**config.mk**
```make
export PLATFORM = sky130hd
export DESIGN_NAME = motor_cmd_ramp
export DESIGN_NICKNAME = d
export VERILOG_FILES = /design/src/rtl/motor_pkg.sv /design/src/rtl/duty_ramp.sv /design/src/rtl/motor_cmd_ramp.sv
export SDC_FILE = /design/constraint.sdc
export NUM_CORES = 1
export LEC_CHECK = 0
export BUFFER_PORTS_ARGS = -buffer_cell sky130_fd_sc_hd__buf_2
export CORE_ASPECT_RATIO = 1.25
export CORE_MARGIN = 4
export CORE_UTILIZATION = 40
export CTS_BUF_LIST = sky130_fd_sc_hd__clkbuf_16
export DETAILED_ROUTE_END_ITERATION = 12
export PLACE_DENSITY = 0.57
export SLEW_MARGIN = 20
export SYNTH_ARGS = -nofsm -noshare
export SYNTH_HDL_FRONTEND = slang
export SYNTH_HIERARCHICAL = 1
export SYNTH_SLANG_ARGS = --single-unit
```
**constraint.sdc**
```tcl
create_clock -name clk -period 9.31 [get_ports clk]
set_input_delay 2.3275 -clock clk [delete_from_list [all_inputs] [get_ports clk]]
set_output_delay 2.3275 -clock clk [all_outputs]
set_load 0.02 [all_outputs]
```
**src/rtl/motor_pkg.sv**
```systemverilog
// Shared command codes, mode/direction encodings and FSM states for motor_cmd_ramp.
// Pure declarations: no latency and no backpressure.
package motor_pkg;

  localparam logic [7:0] CMD_FWD   = 8'h1A;
  localparam logic [7:0] CMD_STOP  = 8'h2A;
  localparam logic [7:0] CMD_LEFT  = 8'h3A;
  localparam logic [7:0] CMD_RIGHT = 8'h4A;
  localparam logic [7:0] CMD_REV   = 8'h5A;

  typedef enum logic [2:0] {
    MODE_STOP  = 3'd0,
    MODE_FWD   = 3'd1,
    MODE_REV   = 3'd2,
    MODE_LEFT  = 3'd3,
    MODE_RIGHT = 3'd4
  } mode_e;

  typedef enum logic [1:0] {DIR_OFF, DIR_FWD, DIR_REV} dir_e;

  typedef enum logic [1:0] {S_STOP, S_RUN, S_DOWN, S_DEAD} state_e;

  function automatic logic cmd_known(input logic [7:0] code);
    return code inside {CMD_FWD, CMD_STOP, CMD_LEFT, CMD_RIGHT, CMD_REV};
  endfunction

  function automatic mode_e decode_cmd(input logic [7:0] code);
    case (code)
      CMD_FWD:   return MODE_FWD;
      CMD_LEFT:  return MODE_LEFT;
      CMD_RIGHT: return MODE_RIGHT;
      CMD_REV:   return MODE_REV;
      default:   return MODE_STOP;
    endcase
  endfunction

  // Turns spin the two sides in opposite directions.
  function automatic dir_e side_dir(input mode_e m, input logic right);
    case (m)
      MODE_FWD:   return DIR_FWD;
      MODE_REV:   return DIR_REV;
      MODE_LEFT:  return right ? DIR_FWD : DIR_REV;
      MODE_RIGHT: return right ? DIR_REV : DIR_FWD;
      default:    return DIR_OFF;
    endcase
  endfunction

endpackage

```
**src/rtl/duty_ramp.sv**
```systemverilog
// Slew-limited duty register: moves toward i_target by at most RAMP_STEP once every RAMP_DIV cycles.
// Latency: one tick per step; i_clear zeroes the duty on the next edge; no backpressure.
module duty_ramp #(
  parameter int             N         = 32,
  parameter logic [N-1:0]   RAMP_STEP = N'(32'h0100_0000),
  parameter int             RAMP_DIV  = 500
) (
  input  logic         clk,
  input  logic         rst_n,
  input  logic [N-1:0] i_target,
  input  logic         i_clear,
  output logic [N-1:0] o_duty_cur
);

  localparam int            PW       = (RAMP_DIV > 1) ? $clog2(RAMP_DIV) : 1;
  localparam logic [PW-1:0] PRE_LAST = PW'(RAMP_DIV - 1);

  logic [PW-1:0] r_pre;
  logic [N-1:0]  r_cur;
  logic          w_tick;
  logic          w_up;
  logic [N-1:0]  w_diff;
  logic [N-1:0]  w_step;

  assign w_tick = (r_pre == PRE_LAST);

  // Prescaler free-runs regardless of FSM state.
  always_ff @(posedge clk or negedge rst_n) begin
    if (!rst_n) r_pre <= '0;
    else        r_pre <= w_tick ? '0 : r_pre + PW'(1);
  end

  assign w_up   = (i_target > r_cur);
  assign w_diff = w_up ? (i_target - r_cur) : (r_cur - i_target);
  assign w_step = (w_diff > RAMP_STEP) ? RAMP_STEP : w_diff;

  always_ff @(posedge clk or negedge rst_n) begin
    if (!rst_n)       r_cur <= '0;
    else if (i_clear) r_cur <= '0;
    else if (w_tick)  r_cur <= w_up ? (r_cur + w_step) : (r_cur - w_step);
  end

  assign o_duty_cur = r_cur;

endmodule

```
**src/rtl/motor_cmd_ramp.sv**
```systemverilog
// Command decode, direction-change FSM with ramp-down/dead time, and phase-accumulator PWM per channel.
// Command acts one cycle after cmd_valid; pins registered; no backpressure. MOTOR_WDOG_EN adds the silence watchdog.
module motor_cmd_ramp
  import motor_pkg::*;
#(
  parameter int           N         = 32,
  parameter int           NCH       = 4,
  parameter logic [N-1:0] PERIOD    = N'(85899),
  parameter logic [N-1:0] TURN_DUTY = N'(32'h0000_FFFF),
  parameter logic [N-1:0] RAMP_STEP = N'(32'h0100_0000),
  parameter int           RAMP_DIV  = 500,
  parameter int           DEAD_CYC  = 50000,
  parameter int           WDOG_CYC  = 25_000_000
) (
  input  logic             clk,
  input  logic             rst_n,
  input  logic [7:0]       signal,
  input  logic             cmd_valid,
  input  logic [N-1:0]     duty,
  output logic [2*NCH-1:0] pwm_out,
  output logic [2:0]       mode,
  output logic             busy,
  output logic             cmd_err,
  output logic             wdog_trip
);

  // One width serves both interval counters.
  localparam int CNT_W = $clog2(((DEAD_CYC > WDOG_CYC) ? DEAD_CYC : WDOG_CYC) + 1);

  mode_e            r_pending;
  mode_e            r_mode;
  mode_e            w_mode_nxt;
  state_e           r_state;
  state_e           w_state_nxt;
  logic             r_cmd_err;
  logic [N-1:0]     r_acc;
  logic [2*NCH-1:0] r_pwm_out;
  logic [2*NCH-1:0] w_pins;
  logic [CNT_W-1:0] r_dead_cnt;
  logic             w_dead_done;
  logic [N-1:0]     w_run_target;
  logic [N-1:0]     w_target;
  logic             w_clear;
  logic [N-1:0]     w_duty_cur;
  logic             w_pwm;
  logic             w_wdog_exp;

`ifdef MOTOR_WDOG_EN
  logic [CNT_W-1:0] r_wdog_cnt;
  logic             r_wdog_done;
  logic             r_wdog_trip;

  assign w_wdog_exp = !cmd_valid && !r_wdog_done && (r_wdog_cnt == CNT_W'(WDOG_CYC - 1));

  always_ff @(posedge clk or negedge rst_n) begin
    if (!rst_n) begin
      r_wdog_cnt  <= '0;
      r_wdog_done <= 1'b0;
      r_wdog_trip <= 1'b0;
    end else begin
      r_wdog_trip <= w_wdog_exp;
      if (cmd_valid) begin
        r_wdog_cnt  <= '0;
        r_wdog_done <= 1'b0;
      end else if (w_wdog_exp) begin
        r_wdog_cnt  <= '0;
        r_wdog_done <= 1'b1;
      end else if (!r_wdog_done) begin
        r_wdog_cnt  <= r_wdog_cnt + CNT_W'(1);
      end
    end
  end

  assign wdog_trip = r_wdog_trip;
`else
  assign w_wdog_exp = 1'b0;
  assign wdog_trip  = 1'b0;
`endif

  // Last command wins; a simultaneous command beats watchdog expiry.
  always_ff @(posedge clk or negedge rst_n) begin
    if (!rst_n) begin
      r_pending <= MODE_STOP;
      r_cmd_err <= 1'b0;
    end else begin
      r_cmd_err <= cmd_valid && !cmd_known(signal);
      if (cmd_valid)       r_pending <= decode_cmd(signal);
      else if (w_wdog_exp) r_pending <= MODE_STOP;
    end
  end

  always_comb begin
    w_run_target = '0;
    case (r_mode)
      MODE_FWD, MODE_REV:    w_run_target = duty;
      MODE_LEFT, MODE_RIGHT: w_run_target = TURN_DUTY;
      default:               w_run_target = '0;
    endcase
  end

  always_ff @(posedge clk or negedge rst_n) begin
    if (!rst_n) begin
      r_state <= S_STOP;
      r_mode  <= MODE_STOP;
    end else begin
      r_state <= w_state_nxt;
      r_mode  <= w_mode_nxt;
    end
  end

  assign w_dead_done = (r_dead_cnt == CNT_W'(DEAD_CYC - 1));

  always_comb begin
    w_state_nxt = r_state;
    w_mode_nxt  = r_mode;
    w_target    = '0;
    w_clear     = 1'b0;
    case (r_state)
      S_STOP: begin
        w_clear = 1'b1;
        if (r_pending != MODE_STOP) begin
          w_mode_nxt  = r_pending;
          w_state_nxt = S_RUN;
        end
      end
      S_RUN: begin
        w_target = w_run_target;
        if (r_pending != r_mode) w_state_nxt = S_DOWN;
      end
      S_DOWN: begin
        if (r_pending == r_mode)   w_state_nxt = S_RUN;
        else if (w_duty_cur == '0) w_state_nxt = S_DEAD;
      end
      S_DEAD: begin
        w_clear = 1'b1;
        if (w_dead_done) begin
          w_mode_nxt  = r_pending;
          w_state_nxt = (r_pending == MODE_STOP) ? S_STOP : S_RUN;
        end
      end
      default: w_state_nxt = S_STOP;
    endcase
  end

  always_ff @(posedge clk or negedge rst_n) begin
    if (!rst_n)                r_dead_cnt <= '0;
    else if (r_state != S_DEAD) r_dead_cnt <= '0;
    else                       r_dead_cnt <= r_dead_cnt + CNT_W'(1);
  end

  duty_ramp #(
    .N         (N),
    .RAMP_STEP (RAMP_STEP),
    .RAMP_DIV  (RAMP_DIV)
  ) u_ramp (
    .clk        (clk),
    .rst_n      (rst_n),
    .i_target   (w_target),
    .i_clear    (w_clear),
    .o_duty_cur (w_duty_cur)
  );

  always_ff @(posedge clk or negedge rst_n) begin
    if (!rst_n) r_acc <= '0;
    else        r_acc <= r_acc + PERIOD;
  end

  assign w_pwm = (r_acc < w_duty_cur);

  // Only one pin per channel is ever driven, so in1/in2 can never overlap.
  always_comb begin
    w_pins = '0;
    if (r_state != S_DEAD) begin
      for (int c = 0; c < NCH; c++) begin
        w_pins[2*c]   = w_pwm && (side_dir(r_mode, c >= NCH/2) == DIR_FWD);
        w_pins[2*c+1] = w_pwm && (side_dir(r_mode, c >= NCH/2) == DIR_REV);
      end
    end
  end

  always_ff @(posedge clk or negedge rst_n) begin
    if (!rst_n) r_pwm_out <= '0;
    else        r_pwm_out <= w_pins;
  end

  assign pwm_out = r_pwm_out;
  assign mode    = r_mode;
  assign busy    = (r_state == S_DOWN) || (r_state == S_DEAD);
  assign cmd_err = r_cmd_err;

endmodule

```
---- Word level (Yosys, flattened, before mapping) ----
Cells that the tools add are included.
word-level totals
  flip-flop bits (word level) ............. 115
  output and inout bits ................... 14
  input port bits ......................... 43
  word-level logic and storage cells ...... 93
cells by class
  muxes and demuxes ....................... 26
  $add $sub $neg .......................... 7
  $lt $le $gt $ge ......................... 3
  equality and inequality tests ........... 25
  reduce and logical (&&, ||, !) cells .... 23
operators with widths
  cell                      number
  $mux W32                  6
  $sub A32 B32 Y32          3
  $pmux W32 S2              1
  $add A32 B17 Y32 const B  1
  $add A32 B32 Y32          1
  $gt A32 B25 Y1 const B    1
  $gt A32 B32 Y1            1
  $logic_not A32 Y1         1
  $lt A32 B32 Y1            1
  $add A25 B1 Y25 const B   1
  $eq A25 B16 Y1 const B    1
  $mux W25                  1
  $eq A8 B6 Y1 const B      2
  $eq A8 B7 Y1 const B      2
  $mux W2                   7
  $reduce_or A2 Y1          7
  $pmux W3 S4               1
  $add A9 B1 Y9 const B     1
  $eq A9 B9 Y1 const B      1
  $mux W9                   1
  $eq A2 B2 Y1 const B      4
  $eq A8 B5 Y1 const B      1
  $mux W8                   1
  $ne A2 B2 Y1 const B      4
  22 further kinds          33

---- Logic depth before layout (Yosys ltp) ----
Gate-level depths: netlist of the first run.
  depth after elaboration ................. 12
  mapped depth ............................ 44

---- Cells and area by module ----
Netlist of the first run, hierarchy kept.
by module, submodules not included
  module          cells each  area an instance (µm²)  instances
  duty_ramp       1262        8743.4                  1
  motor_cmd_ramp  483         4536.9                  1

---- Least setup slack after synthesis of the first run ----
No wires, ideal clock.
  path kind ............................... in2reg
  start point ............................. input duty[0]
  end point ............................... register u_ramp.r_cur[31], in the netlist u_ramp/o_duty_cur[31]
  data required time ...................... 9181 ps
  slack ................................... -508 ps
  buffers on the path ..................... 2
  stages .................................. 33
  data arrival time ....................... 9689 ps
  path through ............................ a21o_1 > ha_1 > fa_1 > and2b_1 > o221ai_1 > a211oi_1 > o21ai_0 > o21ai_0 > xnor2_1 > nor2_1 > or4b_1 > or4_1 > buf_2 > or3_1 > ha_1 > clkbuf_1 > inv_1 > or3_1 > xnor2_1 > nor3_1 > nor3_1 > ha_1 > or3_1 > o311ai_0 > a2111oi_0 > o21a_1 > a2111oi_0 > o21bai_1 > nor3b_1 > o22a_1 > o2111ai_1 > o21ai_0 > a2111o_1
between the ends
  longest elaborated chain between the ends .. 10
  elaborated cells on any way between the ends .. 13
ends and longest elaborated chain
  element                                                      RTL line                          text
  from (decl)                                                  motor_cmd_ramp.sv:19              input logic [N-1:0] duty,
  $pmux W32 S2 (*)                                             motor_cmd_ramp.sv:94              case (r_mode)
  $mux W32 (*)                                                 motor_cmd_ramp.sv:118             case (r_state)
  $sub A32 B32 Y32 / $gt A32 B32 Y1 (equally long branches)    duty_ramp.sv:34, duty_ramp.sv:33
  $mux W32                                                     duty_ramp.sv:34                   assign w_diff = w_up ? (i_target - r_cur) : (r_cur - i_target);
  $gt A32 B25 Y1                                               duty_ramp.sv:35                   assign w_step = (w_diff > RAMP_STEP) ? RAMP_STEP : w_diff;
  $mux W32                                                     duty_ramp.sv:35
  $sub A32 B32 Y32 / $add A32 B32 Y32 (equally long branches)  duty_ramp.sv:40                   else if (w_tick) r_cur <= w_up ? (r_cur + w_step) : (r_cur - w_step);
  $mux W32 (*) (2 in series)                                   duty_ramp.sv:40
  $mux W32 (*)                                                 duty_ramp.sv:39                   else if (i_clear) r_cur <= '0;
  to (signal assigned)                                         duty_ramp.sv:40
  to (decl)                                                    duty_ramp.sv:19                   logic [N-1:0] r_cur;
Every way passes the cells marked *; elsewhere a longest branch is shown, timed or not. The select of a mux whose other input is x is not followed.
A chain may end at the register's enable or synchronous reset.

---- Worst setup path in the final report of the first run ----
  start point ............................. input duty[0]
  end point ............................... register u_ramp.r_cur[31], in the netlist u_ramp/o_duty_cur[31]
between the ends
  longest elaborated chain between the ends .. 10
  elaborated cells on any way between the ends .. 13
ends and longest elaborated chain
  element                                                      RTL line                          text
  $pmux W32 S2 (*)                                             motor_cmd_ramp.sv:94
  $mux W32 (*)                                                 motor_cmd_ramp.sv:118
  named net w_target[0]                                        motor_cmd_ramp.sv:42              logic [N-1:0] w_target;
  $sub A32 B32 Y32 / $gt A32 B32 Y1 (equally long branches)    duty_ramp.sv:34, duty_ramp.sv:33
  $mux W32                                                     duty_ramp.sv:34
  $gt A32 B25 Y1                                               duty_ramp.sv:35
  $mux W32                                                     duty_ramp.sv:35
  $sub A32 B32 Y32 / $add A32 B32 Y32 (equally long branches)  duty_ramp.sv:40
  $mux W32 (*) (2 in series)                                   duty_ramp.sv:40
  $mux W32 (*)                                                 duty_ramp.sv:39
Mark *: on every way through the listed nets, which the timed path passes. The rest lies on a longest branch. The select of a mux whose other input is x is not followed.

==> impl_metrics.json, run 1 <==
{
  "run_status": "finished, violations left",
  "violations": "setup timing",
  "synthTopCellsByArea": "sky130_fd_sc_hd__dfrtp_1 21%, sky130_fd_sc_hd__ha_1 13%, sky130_fd_sc_hd__a21oi_1 5.6%, sky130_fd_sc_hd__xnor2_1 5.3%, sky130_fd_sc_hd__nand2_1 5.1%",
  "grt_max_degree": 65,
  "dr.first_iter.drc_count": 796,
  "diodes": 0,
  "synth_top_cell_by_area": "sky130_fd_sc_hd__dfrtp_1",
  "fin_worst_skew_ps": 14.7,
  "global_route.overflow_total": 0,
  "commonest_non_fill_non_tap_cell_in_the_layout": "sky130_fd_sc_hd__buf_4",
  "finish.instance_area_mm2": 0.0176,
  "finalHoldViolCount": 0,
  "critical_path.startpoint": "duty[0]",
  "boundaryPins": 57,
  "global_route_wire_length_before_repair_um": 71200,
  "max_cap_violations": 0,
  "cp-end-kind": "register",
  "crit_required_ps": 9550,
  "instance_area_after_placement_mm2": 0.0168,
  "core_region_area_mm2": 0.0327,
  "drv_slew": 0,
  "drt_wl_total_um": 44700,
  "post_route_drc_violation_count": 0,
  "yosys.cell_types.count": 91,
  "tritoncts": "built",
  "number_of_antenna_violations_at_the_first_check_in_global_routing": 0,
  "synth_top_area_share_pct": 20.9,
  "timing.hold.worst.start": "r_dead_cnt[0]",
  "layout-drive-gt1-share_pct": 26.8,
  "yosysSeqAreaShare_pct": 20.9,
  "relSlewSlack_pct": 45.4,
  "clock_latency_ps": 360,
  "place.gp.congestion": 0.958,
  "max-clock-path-buffers": 2,
  "grt_use_total_pct": 24.3,
  "preCtsSetupSlack_ps": -689,
  "cp_slowest_stage_delay_ps": 570,
  "dieWidth_um": 171,
  "dp_hpwl_um": 36500,
  "via_count_of_the_first_global_routing_pass": 14300,
  "drt-wirelength-per-cell_um": 17.4,
  "power-per-cell-area_mw_per_mm2": 469,
  "die_h_um": 212,
  "timing.setup.critical_path_class": "in -> reg",
  "rr_startpoint": "r_state[1]",
  "yosys_register_bits": 111,
  "rsz0062_at_grt": "true",
  "final_util_pct": 53.9,
  "reg2reg_slack_ps": 610,
  "fin_crit_ps": 9320,
  "avgViaCountPerCell": 5.54,
  "mostFrequentLayoutCells": "411 x sky130_fd_sc_hd__buf_4, 181 x sky130_fd_sc_hd__nand2_1, 144 x sky130_fd_sc_hd__a21oi_1, 128 x sky130_fd_sc_hd__inv_1, 127 x sky130_fd_sc_hd__ha_1",
  "p_leak_nw": 8.55,
  "crit_path_start_kind": "input pin",
  "fmaxAchievable_mhz": 107,
  "routed-via-count": 14200,
  "final_setup_violations": 1,
  "clock_root_buffer_master": "sky130_fd_sc_hd__clkbuf_16",
  "antenna_left": 0,
  "clock_slew_at_reported_path_ffs_ps": 70,
  "synth_enable_flop_cells": 0,
  "worstPathArrival_ps": 9560,
  "area_delta_synth_final_pct": 32.6,
  "synthesis.yosys.warnings": 6,
  "max-vdd-ir-drop_mv": 0.429,
  "postSynth.asyncResetShare_pct": 100,
  "postSynthAreaPerCell_um2": 7.61,
  "cts.htree.levels": 3,
  "finish.net_count": 2326,
  "timing.final.crit_share_pct": 100,
  "post_synth_inst_count": 1745,
  "initial_utilization_pct": 40.6,
  "cts.sinks": 111,
  "die_area_mm2": 0.0362,
  "layout_setup_ws_ps": -10.6,
  "crit_path_max_fanout": 4,
  "hold_path_class": "reg -> reg",
  "worst-slew-pin-transition_ps": 819,
  "synth.cell_area_mm2": 0.0133,
  "yosys_most_used_dff": "sky130_fd_sc_hd__dfrtp_1",
  "io_buffer_count": 55,
  "tritoncts.num_buffers": 9,
  "floorplan.rows": 74,
  "drtPass1Iterations": 5,
  "synthesis.nets": 1925,
  "cpMaxStageDelayCell": "sky130_fd_sc_hd__or4_4"
}
==> report_power, final <==
group          internal, mW  switching, mW  leakage (nW)
clock network         0.234          0.177         0.156
logic                  3.70           3.65          6.91
registers             0.490        0.00984          1.48
==> sequential cells by signal, indices dropped and copies added, names as in the netlist <==
register / cells
u_ramp/o_duty_cur: 32
r_acc: 32
r_dead_cnt: 25
cmd_err: 1
mode: 3
u_ramp/r_pre: 9
r_state: 2
pwm_out: 4
r_pending: 3
==> cell families after synthesis <==
logic type      synth area share [%]
fa+ha+maj                       13.1
flops                           20.9
xor+xnor                        8.18
other cells                   0.0282
mux                            0.895
buf+inv                         6.27
compound gates                  26.1
simple gates                    24.5
==> layer usage <==
metal  track usage [%]  vias to the layer above  routed length, um
met4              11.0                        0               2110
met1              28.8                     6726              18500
met5                 0                        -                  0
met3              3.51                      108               1940
met2              43.0                      292              22200
li1                  -                     7096                  -
==> synth_stat cells (8+ instances only) <==
master                       n
sky130_fd_sc_hd__and2_1     48
sky130_fd_sc_hd__o21ai_0   100
sky130_fd_sc_hd__nand4_1    35
sky130_fd_sc_hd__dfrtp_1   111
sky130_fd_sc_hd__buf_2      11
sky130_fd_sc_hd__nand2_1   182
sky130_fd_sc_hd__or3_1      23
sky130_fd_sc_hd__a31oi_1    17
sky130_fd_sc_hd__xnor2_1    81
sky130_fd_sc_hd__a21boi_0   11
sky130_fd_sc_hd__xor2_1     43
sky130_fd_sc_hd__or4_1       8
sky130_fd_sc_hd__and3_1     27
sky130_fd_sc_hd__or2_2       9
sky130_fd_sc_hd__nor3_1     49
sky130_fd_sc_hd__nand2b_1   13
sky130_fd_sc_hd__a21o_1     60
sky130_fd_sc_hd__o21bai_1   13
sky130_fd_sc_hd__o31ai_1    11
sky130_fd_sc_hd__inv_1     128
sky130_fd_sc_hd__nand3_1    47
sky130_fd_sc_hd__clkbuf_1   52
sky130_fd_sc_hd__ha_1      134
sky130_fd_sc_hd__buf_1      10
sky130_fd_sc_hd__nor4_1     15
sky130_fd_sc_hd__a211oi_1   19
sky130_fd_sc_hd__o211ai_1   19
sky130_fd_sc_hd__a21oi_1   149
sky130_fd_sc_hd__a211o_1    12
sky130_fd_sc_hd__o21a_1     30
sky130_fd_sc_hd__and4_1     13
sky130_fd_sc_hd__nor2_1    102
sky130_fd_sc_hd__nor2b_1    20
==> critical path: cells and delay by family <==
family / cells / cell delay (ps)
and+or+nand+nor: 10 / 2660
buffers and inverters: 3 / 170
adders and majority gates: 4 / 990
AOI/OAI and AO/OA: 17 / 3390
==> layout make-up <==
type | instances | area (um2)
Timing Repair Buffer | 471 | 3440
Tap cell | 418 | 523
Fill cell | 3217 | 15100
Multi-Input combinational cell | 1425 | 10100
Sequential cell | 111 | 2780
Clock buffer | 9 | 225
Inverter | 128 | 483
Clock inverter | 7 | 87.6
==> metrics by stage <==
step           total power, mW  hold slack, ps  std cells  setup TNS (ps)
2_1_floorplan             4.68             424       1745               0
3_3_place_gp              7.11             442       2539           -3370
3_5_place_dp              7.12             450       2539           -4290
4_1_cts                   7.71             461       2555               0
5_1_grt                   8.96             503       2569            -419
6_report                  8.26             459       2569           -10.6
==> path summary, 6_finish.rpt <==
check / to / cells after the start
max reg2reg: u_ramp/o_duty_cur[31] / 38
min in group asynchronous: r_dead_cnt[2] / 1
min reg2reg: r_dead_cnt[0] / 1
max in group asynchronous: u_ramp/o_duty_cur[4] / 2
min: r_dead_cnt[0] / 1
max: u_ramp/o_duty_cur[31] / 34
==> repair_timing <==
item                                    in CTS  in global routing
hold buffers                                 0                  0
pin swaps                                    4                 42
endpoints found under the setup margin       7                  9
buffers inserted                             0                 14
hold endpoints to repair                     0                  0
gates resized for setup                     22                 58
Power figures use the tool's default switching activity.
==> run 2: changes to the inputs <==
PLACE_DENSITY = 0.55   (was 0.57)
SYNTH_HIERARCHICAL = not set   (was 1)
clock period = 9.39 ns   (was 9.31 ns; I/O delays follow)
==> impl_metrics.json, run 2 <==
{
  "layout.cells.non_filler": 2405,
  "postSynthAreaPerCell_um2": 7.76,
  "initial_utilization_pct": 40.7,
  "yosys-top-cells-count": "172 x sky130_fd_sc_hd__nand2_1, 135 x sky130_fd_sc_hd__ha_1, 128 x sky130_fd_sc_hd__a21oi_1",
  "max-vdd-ir-drop_mv": 0.466,
  "tritoncts.num_buffers": 9,
  "rsz0062_at_grt": "true",
  "whs_ps": 457,
  "finish.net_count": 2169,
  "fin_crit_ps": 9180,
  "number_of_antenna_violations_at_the_first_check_in_global_routing": 1,
  "cts_hold_buf": 0,
  "timing.final.crit_share_pct": 97.8,
  "layout-drive-gt1-share_pct": 26.4,
  "crit_required_ps": 9730,
  "drt-wirelength-per-cell_um": 19.0,
  "global_route.overflow_total": 0,
  "p_leak_nw": 8.12,
  "post_synth_inst_count": 1682,
  "cpMaxStageDelayCell": "sky130_fd_sc_hd__or4_4",
  "cts.htree.levels": 3,
  "fmaxAchievable_mhz": 109,
  "max-clock-path-buffers": 2,
  "post_route_drc_violation_count": 0,
  "via_count_of_the_first_global_routing_pass": 13600,
  "dp_hpwl_um": 37400,
  "finalHoldViolCount": 0,
  "synthesis.yosys.warnings": 0,
  "avgViaCountPerCell": 5.55,
  "dr.first_iter.drc_count": 892,
  "fin_worst_skew_ps": 22.7,
  "timing.hold.worst.start": "r_dead_cnt[0]",
  "synthesis.nets": 1863,
  "synth_enable_flop_cells": 0,
  "rr_startpoint": "mode[2]",
  "synthTopCellsByArea": "sky130_fd_sc_hd__dfrtp_1 21%, sky130_fd_sc_hd__ha_1 13%, sky130_fd_sc_hd__xnor2_1 5.9%, sky130_fd_sc_hd__nand2_1 4.9%, sky130_fd_sc_hd__a21oi_1 4.9%",
  "cp_slowest_stage_delay_ps": 630,
  "yosysSeqAreaShare_pct": 21.3,
  "boundaryPins": 57,
  "drtPass1Iterations": 5,
  "regToRegEndpoint": "u_ramp.o_duty_cur[31]",
  "antenna_left": 0,
  "io_buffer_count": 55,
  "yosys_register_bits": 111,
  "diodes": 0,
  "final_util_pct": 52.2,
  "floorplan.rows": 73,
  "worst-slew-pin-transition_ps": 844,
  "crit_path_max_fanout": 5,
  "synth_most_common_cell": "sky130_fd_sc_hd__nand2_1",
  "placed_cells_incl_taps": 2382,
  "tritoncts": "built",
  "cp-end-kind": "register",
  "synth_top_cell_by_area": "sky130_fd_sc_hd__dfrtp_1",
  "yosys_most_used_dff": "sky130_fd_sc_hd__dfrtp_1",
  "reg2reg_slack_ps": 790,
  "clock_slew_at_reported_path_ffs_ps": 100,
  "power-per-cell-area_mw_per_mm2": 380,
  "drv_slew": 0,
  "area_delta_synth_final_pct": 28.1,
  "die_area_mm2": 0.0356,
  "worstPathArrival_ps": 9520,
  "clock_latency_ps": 400,
  "drt_wl_total_um": 45800,
  "run_status": "completed",
  "yosys.cell_types.count": 101,
  "max_cap_violations": 0,
  "crit_path_start_kind": "input pin",
  "mostFrequentLayoutCells": "311 x sky130_fd_sc_hd__buf_4, 170 x sky130_fd_sc_hd__nand2_1, 122 x sky130_fd_sc_hd__ha_1, 111 x sky130_fd_sc_hd__a21oi_1, 111 x sky130_fd_sc_hd__dfrtp_1",
  "grt_max_degree": 66,
  "place.gp.congestion": 0.968,
  "clock_root_buffer_master": "sky130_fd_sc_hd__clkbuf_16",
  "cts.sinks": 111,
  "postSynth.asyncResetShare_pct": 100,
  "relSlewSlack_pct": 43.8,
  "global_route_wire_length_before_repair_um": 71400,
  "worst-r2r-cell-count": 38,
  "commonest_non_fill_non_tap_cell_in_the_layout": "sky130_fd_sc_hd__buf_4",
  "synth_top_area_share_pct": 21.3,
  "dieWidth_um": 170,
  "core_region_area_mm2": 0.0321,
  "whs_path_depth": 1,
  "routed-via-count": 13300,
  "whs_endpoint": "r_dead_cnt[0]",
  "synth.cell_area_mm2": 0.0131,
  "grt_use_total_pct": 25.2,
  "hold_path_class": "reg -> reg",
  "die_h_um": 210,
  "timing.setup.critical_path_class": "in -> reg",
  "final_setup_violations": 0
}
[run 2: changes by cell type in the layout (fill, tap and decap cells not counted), sizes merged, moves of 8 or more]
cell    change
a21oi      -13
a211o      -10
a21o       -29
inv        -26
nand2      -10
o21a       -11
buf       -101
nand2b     +14
o21ai      +29
nand3       -8
[run 2: cell families (layout without fill, tap and decap cells)]
family                   count (synthesis)  in the layout  share of synthesized area [%]
adder cells (fa/ha/maj)                138            138                           13.4
buffers and inverters                  177            488                           6.01
AND/OR/NAND/NOR                        623            623                           25.1
XOR/XNOR                               137            137                           9.19
AO/OA/AOI/OAI                          487            487                           24.4
other                                    1              1                         0.0287
flip-flops                             111            111                           21.3
multiplexers                             8              8                          0.623
[run 2: cell type report]
| cell class | instances | area, um2 |
|---|---|---|
| Inverter | 102 | 383 |
| Sequential cell | 111 | 2780 |
| Timing Repair Buffer | 370 | 2680 |
| Clock buffer | 9 | 225 |
| Multi-Input combinational cell | 1394 | 10100 |
| Fill cell | 3143 | 15300 |
| Clock inverter | 7 | 67.6 |
| Tap cell | 412 | 515 |
[run 2: repair_timing]
action,CTS,global route
pin swaps,5,29
setup buffers,2,5
hold endpoints to repair,0,0
gates resized for setup,14,104
endpoints found under the setup margin,4,4
[run 2: how the worst max path moves through the flow]
stage	startpoint	end	slack, ps
after floorplan	duty[0]	u_ramp.o_duty_cur[31]	2
after global placement	duty[0]	u_ramp.o_duty_cur[31]	-670
after detailed placement	duty[0]	u_ramp.o_duty_cur[31]	-770
after CTS	duty[0]	u_ramp.o_duty_cur[31]	-0.1
after global routing	duty[2]	u_ramp.o_duty_cur[31]	-190
final	duty[2]	u_ramp.o_duty_cur[31]	210
[run 2: metal layers]
layer	vias up	GRT usage, %	part of all wire (%)	routed length, um
li1	6638	-	-	-
met1	6353	32.4	45	20500
met2	259	42.8	47	21700
met3	92	2.44	3.5	1600
met4	2	11.0	4.4	2020
met5	-	0	0.028	13
[run 2: per-stage QoR]
stage | TNS (ps) | setup WS [ps] | instance area (um2) | power (mW)
4_1_cts | -0.109 | -0.109 | 16200 | 6.16
5_1_grt | -328 | -194 | 16700 | 6.84
3_3_place_gp | -2680 | -675 | 15800 | 5.64
2_1_floorplan | 0 | 2.41 | 13100 | 3.86
3_5_place_dp | -3180 | -774 | 15800 | 5.65
6_report | 0 | 209 | 16700 | 6.35
[run 2: report_power, final]
group | leakage, nW | switching, mW | internal, mW
Combinational | 6.49 | 2.80 | 2.64
Clock | 0.145 | 0.231 | 0.188
Sequential | 1.48 | 0.0101 | 0.487
[run 2: critical path, delay by kind of cell]
kind,cells,cell delay [ps]
AO/OA/AOI/OAI,15,2880
buffers and inverters,4,410
AND/OR/NAND/NOR,13,3060
adder cells (fa/ha/maj),3,800
